File: src/rtl/gpio_regs_pkg.sv
// GPIO bank register map: word offsets and bus write-enable constant.
// Latency: n/a (constants only).
// Backpressure: n/a (no handshake; shared with firmware headers and benches).
package gpio_regs_pkg;

  // Word offsets within the block, as seen on addr[2:0].
  typedef enum logic [2:0] {
    REG_OUT_VAL = 3'd0,  // rw  output pin values
    REG_OUT_OE  = 3'd1,  // rw  output enables (0 = high-Z)
    REG_OUT_SET = 3'd2,  // w1s on OUT_VAL, reads 0
    REG_OUT_CLR = 3'd3,  // w1c on OUT_VAL, reads 0
    REG_IN      = 3'd4,  // ro  synchronised pin levels
    REG_RISE_EN = 3'd5,  // rw  rising-edge interrupt enables
    REG_FALL_EN = 3'd6,  // rw  falling-edge interrupt enables
    REG_PENDING = 3'd7   // read, w1c  latched edge events
  } gpio_reg_e;

  localparam int unsigned BUS_DW   = 32;
  // Only a full-word write is honoured; any other byte-enable mix is dropped.
  localparam logic [3:0]  WE_FULL  = 4'b1111;

endpackage

File: src/rtl/gpio_sync.sv
// Two-flop input synchroniser plus a third delay flop for edge detection.
// Latency: pin change visible on level 2-3 cycles later; rise/fall pulse same cycle as level change.
// Backpressure: none; free-running, one-cycle rise/fall pulse per transition.
//
// Ports: clk, rst_n (async active-low), din (async pins),
//        level (sync stage 2), rise (0->1 pulse), fall (1->0 pulse).
module gpio_sync #(
  parameter int unsigned W = 1
) (
  input  logic         clk,
  input  logic         rst_n,
  input  logic [W-1:0] din,
  output logic [W-1:0] level,
  output logic [W-1:0] rise,
  output logic [W-1:0] fall
);

  logic [W-1:0] sync1;
  logic [W-1:0] sync2;
  logic [W-1:0] dly;

  always_ff @(posedge clk or negedge rst_n) begin
    if (!rst_n) begin
      sync1 <= '0;
      sync2 <= '0;
      dly   <= '0;
    end else begin
      sync1 <= din;
      sync2 <= sync1;
      dly   <= sync2;
    end
  end

  assign level = sync2;
  assign rise  = sync2 & ~dly;
  assign fall  = ~sync2 & dly;

endmodule

File: src/rtl/gpio_bank.sv
// GPIO bank: output value/enable registers, synchronised inputs, edge-latched interrupt.
// Latency: writes take effect next edge; rdata 1 cycle after sel&re; irq 1 cycle after PENDING.
// Backpressure: none; the bus is always accepted, rdata holds between reads.
//
// Ports: clk, reset (async active-low), sel/addr/re/we/wdata (register bus),
//        rdata (registered read data), gpio_in (async pins),
//        gpio_out/gpio_oe (pin drive, tri-state buffer is outside), irq (level).
module gpio_bank
  import gpio_regs_pkg::*;
#(
  parameter int unsigned NUM_IN  = 1,
  parameter int unsigned NUM_OUT = 4
) (
  input  logic               clk,
  input  logic               reset,
  input  logic               sel,
  input  logic [2:0]         addr,
  input  logic               re,
  input  logic [3:0]         we,
  input  logic [31:0]        wdata,
  output logic [31:0]        rdata,
  input  logic [NUM_IN-1:0]  gpio_in,
  output logic [NUM_OUT-1:0] gpio_out,
  output logic [NUM_OUT-1:0] gpio_oe,
  output logic               irq
);

  logic               wr_en;
  logic               rd_en;
  gpio_reg_e          reg_sel;
  logic [NUM_OUT-1:0] wd_out;
  logic [NUM_IN-1:0]  wd_in;

  logic [NUM_OUT-1:0] out_val;
  logic [NUM_OUT-1:0] out_oe;
  logic [NUM_IN-1:0]  rise_en;
  logic [NUM_IN-1:0]  fall_en;
  logic [NUM_IN-1:0]  pending;

  logic [NUM_IN-1:0]  in_level;
  logic [NUM_IN-1:0]  in_rise;
  logic [NUM_IN-1:0]  in_fall;
  logic [NUM_IN-1:0]  pend_set;
  logic [NUM_IN-1:0]  pend_clr;
  logic [31:0]        rd_mux;

  // Bits of wdata above the register widths are intentionally dropped.
  logic               unused_wdata;

  assign wr_en   = sel && (we == WE_FULL);
  assign rd_en   = sel && re;
  assign reg_sel = gpio_reg_e'(addr);
  assign wd_out  = wdata[NUM_OUT-1:0];
  assign wd_in   = wdata[NUM_IN-1:0];
  assign unused_wdata = ^wdata;

  gpio_sync #(
    .W (NUM_IN)
  ) u_sync (
    .clk   (clk),
    .rst_n (reset),
    .din   (gpio_in),
    .level (in_level),
    .rise  (in_rise),
    .fall  (in_fall)
  );

  // Output value: plain write plus atomic set/clear aliases.
  always_ff @(posedge clk or negedge reset) begin
    if (!reset) begin
      out_val <= '0;
    end else if (wr_en) begin
      case (reg_sel)
        REG_OUT_VAL: out_val <= wd_out;
        REG_OUT_SET: out_val <= out_val | wd_out;
        REG_OUT_CLR: out_val <= out_val & ~wd_out;
        default:     out_val <= out_val;
      endcase
    end
  end

  always_ff @(posedge clk or negedge reset) begin
    if (!reset) begin
      out_oe  <= '0;
      rise_en <= '0;
      fall_en <= '0;
    end else if (wr_en) begin
      if (reg_sel == REG_OUT_OE)  out_oe  <= wd_out;
      if (reg_sel == REG_RISE_EN) rise_en <= wd_in;
      if (reg_sel == REG_FALL_EN) fall_en <= wd_in;
    end
  end

  // Enables sampled as they were before this edge, so an enable written in
  // the same cycle as an edge does not catch that edge. A set event and a
  // w1c on the same bit leave the bit set: set is ORed in after the clear.
  assign pend_set = (in_rise & rise_en) | (in_fall & fall_en);
  assign pend_clr = (wr_en && (reg_sel == REG_PENDING)) ? wd_in : '0;

  always_ff @(posedge clk or negedge reset) begin
    if (!reset) begin
      pending <= '0;
      irq     <= 1'b0;
    end else begin
      pending <= (pending & ~pend_clr) | pend_set;
      irq     <= |pending;
    end
  end

  // Read mux sees register state before this edge's updates.
  always_comb begin
    rd_mux = '0;
    case (reg_sel)
      REG_OUT_VAL: rd_mux = 32'(out_val);
      REG_OUT_OE:  rd_mux = 32'(out_oe);
      REG_IN:      rd_mux = 32'(in_level);
      REG_RISE_EN: rd_mux = 32'(rise_en);
      REG_FALL_EN: rd_mux = 32'(fall_en);
      REG_PENDING: rd_mux = 32'(pending);
      default:     rd_mux = '0;
    endcase
  end

  always_ff @(posedge clk or negedge reset) begin
    if (!reset) begin
      rdata <= '0;
    end else if (rd_en) begin
      rdata <= rd_mux;
    end
  end

  assign gpio_out = out_val;
  assign gpio_oe  = out_oe;

endmodule

File: config.mk
export PLATFORM = sky130hd
export DESIGN_NAME = gpio_bank
export DESIGN_NICKNAME = d
export VERILOG_FILES = /design/src/rtl/gpio_regs_pkg.sv /design/src/rtl/gpio_sync.sv /design/src/rtl/gpio_bank.sv
export SDC_FILE = /design/constraint.sdc
export NUM_CORES = 1
export LEC_CHECK = 0
export CAP_MARGIN = 25
export CORE_MARGIN = 2
export CORE_UTILIZATION = 30
export CTS_CLUSTER_DIAMETER = 50
export DETAILED_ROUTE_END_ITERATION = 10
export HOLD_SLACK_MARGIN = 0.05
export PLACE_DENSITY = 0.85
export SLEW_MARGIN = 20
export SYNTH_ARGS = -nofsm -noshare
export SYNTH_HDL_FRONTEND = slang
export SYNTH_SLANG_ARGS = --single-unit
File: constraint.sdc
create_clock -name clk -period 1.1 [get_ports clk]
set_input_delay 0.22 -clock clk [delete_from_list [all_inputs] [get_ports clk]]
set_output_delay 0.22 -clock clk [all_outputs]
set_load 0.03 [all_outputs]
==> out/results.ini, run 1 <==
[grt]
grt_pass1_vias = 807
grt_max_degree = 20
grtUsageTotal_pct = 11.9
grt_pass1_wl_um = 3800
grt.overflow.total = 0
grt_antenna_before_repair = 0

[synthesis]
synth_cells = 97
synth_area_leader_cell = dfrtp_1
synth-edff-count = 0
synth_common_cells = buf_4, dfrtp_1, nand2_1
yosys.area.top_type_share_pct = 42.9
synth-seq-cells = 19
synthTopCellsByArea = dfrtp_1, buf_4, mux2_4, a22o_1, o2111ai_1
avgSynthCellArea_um2 = 11.4
synthArstFlopShare_pct = 100
synth_ff_type = dfrtp_1
yosys_warnings = 0
syn_area_um2 = 1110
ys_types = 29
synth.most_common_cell = buf_4
yosysSeqAreaShare_pct = 42.9

[placement]
place_area_um2 = 1420
finalWeightedCongestion = 0.766
hpwlAfterDp_um = 1880
numPortBuffers = 28
dp_worst_setup_slack_ns = -0.542

[setup_path]
cp_slowest_cell = dfrtp_2
critical_path.max_fanout = 2
cp-start-kind = flip-flop
critPathArrivalTime_ns = 0.92
path_cells = buf_6, buf_6
critPathBufInv = 2
crit_path_max_incr_delay_ns = 0.41
cp-end-kind = output port
cpMostUsedCell = buf_6
path_delay_family = flip-flops
cp.required_ns = 0.88
path_class = flip-flop to output port
rrSetupSlack_ns = -0.01

[drt]
route.layer.met1.wl_um = 1020
wl_met2_um = 1210
highest_layer = met4
viasPerCell = 4.26
vias = 822
wl_um = 2420
drc = 0
dr.pass1.iters = 3
wl_per_cell_um = 12.5
wl_met3_um = 152
drtIter0Drc = 15
ant_nets = 0

[clock_tree]
path_clk_slew_ns = 0.07
htreeDepth = 1
cts_tree = yes
cts_buffers = 3
cts_sinks = 19
worstSkewPairLatency_ns = 0.26
clockBufferDepth = 2
root_buffer = clkbuf_8

[floorplan]
placementRows = 22
core_area_um2 = 3610
die_h_um = 64.8
start_util_pct = 30.7
io_pins = 85
design.die.area_um2 = 4200
die_x_um = 64.8

[finish]
area_delta_synth_final_pct = 40.5
final_util_pct = 43.2
fin_area_um2 = 1560
diodes = 0
fin_nets = 190
drive_above_1_share_pct = 39.3

[power]
switching_power_mw = 0.624
p_comb_share_pct = 31.1
powerDensity_nw_per_um2 = 1200
p_total_mw = 1.87
pwr-share-clk_pct = 26.1
p_seq_share_pct = 42.8
p_leak_nw = 0.766
p_sw_share_pct = 33.4
p_int_mw = 1.24
max-vdd-ir-drop_v = 0.000425

[sta]
maxSlewViolCount = 0
hold_ws_ns = 0.266
finClkSkew_ns = 0.00154
setup_viol = 3
min_period_over_period_pct = 104
min_period_ns = 1.14
setup_slack_ns = -0.0426
fmax_mhz = 875
rsz0062_at_grt = yes
hold_viol = 0

[run_status]
status = finished, violations left
violations = setup timing

[run]
cap_viol_max_count = 0

[min_path]
hp-class = primary input to flip-flop

## routing by layer
layer	global-route usage (%)	vias to the layer above
li1	-	390
met1	15.1	396
met2	19.1	31
met3	2.95	5
met4	5.59	0
met5	0	-
## placed cells by master (no fill, tap or decap), types with 3 or more instances in the layout
cell             count
buf_4               25
o2111ai_1            4
clkdlybuf4s50_1      5
buf_6                6
dfrtp_1             17
mux2_4               4
clkbuf_8             3
conb_1              28
a22o_1               4
dlygate4sd2_1        5
mux2i_1              3
nand2_1              7
## power groups by stage
stage | Sequential, mW | Combinational, mW | Clock, mW
4_1_cts | 0.802 | 0.562 | 0.494
2_1_floorplan | 0.893 | 0.311 | 0
3_3_place_gp | 0.811 | 0.540 | 0
6_report | 0.800 | 0.581 | 0.487
3_5_place_dp | 0.813 | 0.547 | 0
5_1_grt | 0.808 | 0.617 | 0.512
## registers in the layout, indices dropped and copies added, names as in the netlist
register      cells
u_sync.level      1
rise_en           1
pending           1
gpio_out          4
fall_en           1
irq               1
u_sync.dly        1
u_sync.sync1      1
rdata             4
gpio_oe           4
## worst reg2reg max path, stage by stage (launching register included)
cell	delay [ns]
dfrtp_2	0.41
mux4_2	0.46
nand2_1	0.07
a21oi_1	0.05
## kinds of logic (layout without fill, tap and decap cells)
family | after synthesis | after routing | share of synthesized area, %
other | 1 | 28 | 0.338
flip-flops | 19 | 19 | 42.9
AO/OA/AOI/OAI | 16 | 16 | 10.5
multiplexers | 11 | 11 | 13.2
AND/OR/NAND/NOR | 19 | 19 | 12.1
buffers and inverters | 31 | 52 | 21.0
## path summary, 6_finish.rpt
path | cells past startpoint | from | to
worst max-delay path | 2 | gpio_oe[0] | gpio_oe[0]
worst min-delay path | 3 | re | rdata[0]
worst max register to register | 3 | gpio_oe[0] | rdata[0]
worst min register to register | 0 | u_sync.sync1 | u_sync.level
max in group asynchronous | 2 | reset | gpio_out[0]
min in group asynchronous | 2 | reset | u_sync.level
## cell type report
type | instances | area [um2]
multi-input combinational | 74 | 559
fill | 348 | 2050
inverter | 1 | 3.75
clock buffer | 4 | 45.0
sequential | 19 | 478
tap | 48 | 60.1
timing repair buffer | 47 | 412
## through the flow
stage               cells  setup TNS [ns]
floorplan             124         -0.0499
CTS                   191         -0.0836
global placement      186           -6.96
finish                193         -0.0798
detailed placement    186           -7.39
global route          193          -0.174
## what timing repair did
item / CTS / global route
pin swaps: 4 / 1
resized for setup: 19 / 15
setup buffers: 1 / 2
hold buffers: 0 / 0
endpoints found under the setup margin: 17 / 13
No activity file was read; power rests on OpenSTA's default activity.
==> inputs of run 2 (changes only) <==
--- a/config.mk
+++ b/config.mk
@@ -6,12 +6,14 @@
 export NUM_CORES = 1
 export LEC_CHECK = 0
 export CAP_MARGIN = 25
+export CORE_ASPECT_RATIO = 0.7
 export CORE_MARGIN = 2
 export CORE_UTILIZATION = 30
 export CTS_CLUSTER_DIAMETER = 50
 export DETAILED_ROUTE_END_ITERATION = 10
 export HOLD_SLACK_MARGIN = 0.05
 export PLACE_DENSITY = 0.85
+export SKIP_LAST_GASP = 1
 export SLEW_MARGIN = 20
 export SYNTH_ARGS = -nofsm -noshare
 export SYNTH_HDL_FRONTEND = slang
==> run 2 against run 1 <==
Net effect:
- the flow still finishes with violations (setup timing)
- clock-buffer cell count stayed put
- first-iteration DRC count is 20% higher
- non-clock buffer count is 1 higher
- sequential cell count stayed put
- clock skew is 0.00093 ns lower
- die area is 0.18% higher
- routed wire length is 5.8% lower
- critical endpoint is now gpio_out[0]
- largest cell class unchanged
==> out/results.ini, run 2 (synthesis gave the netlist of run 1 again) <==
[run_status]
status = finished, violations left
violations = setup timing

[sta]
min_period_over_period_pct = 104
setup_viol = 3
setup_slack_ns = -0.0397
rsz0062_at_grt = yes
fmax_mhz = 877
maxSlewViolCount = 0
finalSetupTns_ns = -0.0973
hold_viol = 0
min_period_ns = 1.14
finClkSkew_ns = 0.000609

[floorplan]
start_util_pct = 31.4
die_x_um = 76.7
die_h_um = 54.9
placementRows = 18
io_pins = 85
design.die.area_um2 = 4210
core_area_um2 = 3540

[clock_tree]
worstSkewPairLatency_ns = 0.25
path_clk_slew_ns = 0.07
root_buffer = clkbuf_8
postCtsHoldBufs = 0
cts_sinks = 19
htreeDepth = 1
cts_buffers = 3
clockBufferDepth = 2
cts_tree = yes

[setup_path]
cpMostUsedCell = buf_6
critPathBufInv = 2
cp.required_ns = 0.88
critical_path.max_fanout = 2
path_class = flip-flop to output port
cp-start-kind = flip-flop
path_cells = buf_6, buf_6
path_depth = 2
path_delay_family = flip-flops
ff2ff_path_depth = 3
crit_path_max_incr_delay_ns = 0.42
cp-end-kind = output port
rrSetupSlack_ns = -0.02
cp_slowest_cell = dfrtp_2
critPathArrivalTime_ns = 0.92

[grt]
grt_pass1_vias = 754
grtUsageTotal_pct = 12.0
grt_max_degree = 20
grt_pass1_wl_um = 3690
grt.overflow.total = 0
grt_antenna_before_repair = 0

[drt]
viasPerCell = 4.03
dr.pass1.iters = 4
wl_per_cell_um = 11.6
drc = 0
wl_um = 2280
vias = 789
drtIter0Drc = 18
ant_nets = 0

[finish]
fillers = 355
fin_nets = 191
final_util_pct = 43.5
final_cell_mix = conb_1, buf_4, dfrtp_1
area_delta_synth_final_pct = 38.8
final_common_cell = conb_1
diodes = 0
final_cells = 196
drive_above_1_share_pct = 42.5

[power]
powerDensity_nw_per_um2 = 1190
p_leak_nw = 0.757
max-vdd-ir-drop_v = 0.000484
p_total_mw = 1.84

[placement]
finalWeightedCongestion = 0.790
hpwlAfterDp_um = 1890
dp_cells = 190
dp_worst_setup_slack_ns = -0.562
numPortBuffers = 28

[min_path]
hp-class = primary input to flip-flop
min_path_cells = 3

[run]
cap_viol_max_count = 0

run 2: stage by stage:
stage	hold WS [ns]	area (um2)
after global routing	0.316	1540
after CTS	0.307	1510
after detailed placement	0.343	1440
final	0.279	1540
after floorplan	-0.0756	1210
after global placement	0.334	1440
run 2: final cells by class:
cell class | instances | area [um2] | share of cell area, %
clock buffers | 4 | 45.0 | 2.93
inverters | 1 | 3.75 | 0.244
multi-input cells | 74 | 539 | 35.0
flip-flops and latches | 19 | 478 | 31.1
well taps | 50 | 62.6 | 4.07
repair buffers | 48 | 410 | 26.7
run 2: path summary, 6_finish.rpt:
kind / startpoint / to
min in group asynchronous: reset / u_sync.sync1
hold / removal: re / rdata[0]
max in group asynchronous: reset / gpio_oe[0]
hold reg to reg: u_sync.sync1 / u_sync.level
setup / recovery: gpio_out[0] / gpio_out[0]
setup reg to reg: gpio_out[0] / rdata[0]
run 2: per-layer routing:
| layer | global-route usage [%] | up-vias | routed length (um) |
|---|---|---|---|
| met3 | 2.81 | 2 | 91 |
| met2 | 19.6 | 20 | 1140 |
| met1 | 15.1 | 377 | 1020 |
| met5 | 0 | - | 0 |
| li1 | - | 390 | - |
| met4 | 7.27 | 0 | 29 |
run 2: what timing repair did:
| action | in CTS | in global routing |
|---|---|---|
| setup buffers | 2 | 0 |
| pin swaps | 5 | 7 |
| gates resized for setup | 24 | 15 |
| setup endpoints to repair | 17 | 15 |
| cloned | 0 | 0 |
run 2: power breakdown:
| group | switching [mW] | internal [mW] | total [mW] |
|---|---|---|---|
| clock network | 0.209 | 0.257 | 0.466 |
| logic | 0.347 | 0.226 | 0.572 |
| registers | 0.0402 | 0.758 | 0.798 |
run 2: worst reg2reg max path: cells and delay by family, from the launching register on:
family / cells / cell delay, ns
AOI/OAI and AO/OA: 1 / 0.04
and+or+nand+nor: 1 / 0.08
DFF: 1 / 0.42
muxes: 1 / 0.47
==> inputs of run 3 (changes only) <==
--- a/config.mk
+++ b/config.mk
@@ -6,11 +6,12 @@
 export NUM_CORES = 1
 export LEC_CHECK = 0
 export CAP_MARGIN = 25
-export CORE_ASPECT_RATIO = 0.7
+export CORE_ASPECT_RATIO = 0.75
 export CORE_MARGIN = 2
 export CORE_UTILIZATION = 30
 export CTS_CLUSTER_DIAMETER = 50
 export DETAILED_ROUTE_END_ITERATION = 10
+export GPL_TIMING_DRIVEN = 0
 export HOLD_SLACK_MARGIN = 0.05
 export PLACE_DENSITY = 0.85
 export SKIP_LAST_GASP = 1
==> run 3 against run 2 <==
Net effect:
- the run still ends with setup timing left
- critical path type is now flip-flop to flip-flop
- register-to-register slack about the same
- non-clock buffer count is 16 higher
- routed wire length decreased by 1.3%
- largest cell class unchanged
- sequential power barely moved
- final area rose by 5.0%
- maximum frequency up 1.9%
==> out/results.ini, run 3 (synthesis gave the netlist of run 1 again) <==
[grt]
grt_pass1_vias = 735
grt.overflow.total = 0
grt_pass1_wl_um = 3460
grt_max_degree = 20
grt_antenna_before_repair = 0
grtUsageTotal_pct = 11.0

[drt]
wl_per_cell_um = 10.5
drc = 0
dr.pass1.iters = 4
vias = 854
ant_nets = 0
drtIter0Drc = 54
wl_um = 2250
viasPerCell = 3.99

[finish]
drive_above_1_share_pct = 46.9
final_cell_mix = buf_4, conb_1, dfrtp_1
final_common_cell = buf_4
diodes = 0
area_delta_synth_final_pct = 45.7
fin_nets = 207
fin_area_um2 = 1620
final_util_pct = 45.0

[clock_tree]
path_clk_slew_ns = 0.07
worstSkewPairLatency_ns = 0.25
htreeDepth = 1
cts_sinks = 19
root_buffer = clkbuf_8
cts_buffers = 3
clockBufferDepth = 2
cts_tree = yes

[placement]
place_area_um2 = 1550
numPortBuffers = 27
finalWeightedCongestion = 0.709
hpwlAfterDp_um = 1740

[sta]
min_period_ns = 1.12
rsz0062_at_grt = yes
finClkSkew_ns = 0.00172
finalSetupTns_ns = -0.0188
hold_ws_ns = 0.0688
setup_viol = 1
setup_slack_ns = -0.0188
tightest_slew_ns = 0.853
maxSlewViolCount = 0
hold_viol = 0
slew_headroom_pct = 43.1
min_period_over_period_pct = 102
fmax_mhz = 894

[power]
p_total_mw = 1.83
p_leak_nw = 0.849
powerDensity_nw_per_um2 = 1140
max-vdd-ir-drop_v = 0.000461

[floorplan]
die_h_um = 56.6
start_util_pct = 30.9
io_pins = 85
design.die.area_um2 = 4200
die_x_um = 74.2
core_area_um2 = 3590
placementRows = 19

[run_status]
violations = setup timing
status = finished, violations left

[setup_path]
critical_path.max_fanout = 3
path_class = flip-flop to flip-flop
critPathArrivalTime_ns = 1.26
cp-end-kind = flip-flop
cp-start-kind = flip-flop
cp.required_ns = 1.24

[run]
cap_viol_max_count = 0

[min_path]
hp-class = primary input to async pin

## run 3: cell count changes in the layout (fill, tap and decap cells not counted), sizes merged
cell / change
dlymetal6s2s: +1
clkbuf: -1
clkdlybuf4s50: -1
buf: +15
clkdlybuf4s15: +2
## run 3: area by class of cell
| cell class | count | area (um2) |
|---|---|---|
| Buffer | 30 | 233 |
| Tap cell | 52 | 65.1 |
| Timing Repair Buffer | 34 | 254 |
| Inverter | 1 | 3.75 |
| Sequential cell | 19 | 478 |
| Fill cell | 344 | 1970 |
| Clock buffer | 4 | 45.0 |
| Multi-Input combinational cell | 74 | 537 |
## run 3: worst paths after layout
path	start	endpoint	slack, ns	cells after the start
max in group asynchronous	reset	gpio_out[0]	0.45	1
min	reset	gpio_out[2]	0.07	1
min reg2reg	u_sync.sync1	u_sync.level	0.35	0
min in group clk	re	rdata[0]	0.30	3
max	gpio_out[0]	rdata[0]	-0.02	3
max reg2reg	gpio_out[0]	rdata[0]	-0.02	3
## run 3: layer usage
layer	GRT usage (%)	share of wire, %
met2	17.6	49
met3	2.33	6.1
met5	0	0
met1	14.2	44
met4	4.68	0.62
## run 3: power by group
part / switching [mW] / internal, mW / total, mW / leakage [nW]
sequential: 0.0398 / 0.758 / 0.798 / 0.238
clock: 0.208 / 0.257 / 0.465 / 0.0228
combinational: 0.346 / 0.226 / 0.572 / 0.587
## run 3: through the flow
step	worst slack, ns	cells
final	-0.0188	214
after global routing	-0.0402	214
after CTS	-0.0782	214
after detailed placement	-0.604	203
after global placement	-0.568	203
after floorplan	-0.0499	124
## run 3: critical path: stages (launching register included)
cell and delay [ns]:
dfrtp_2 0.42, mux4_2 0.46, nand2_2 0.08, a21oi_2 0.05
## run 3: what timing repair did
item	in CTS	in global routing
setup endpoints to repair	28	33
pin swaps	3	1
resized for setup	83	12
hold buffers	0	0
buffers inserted	7	0
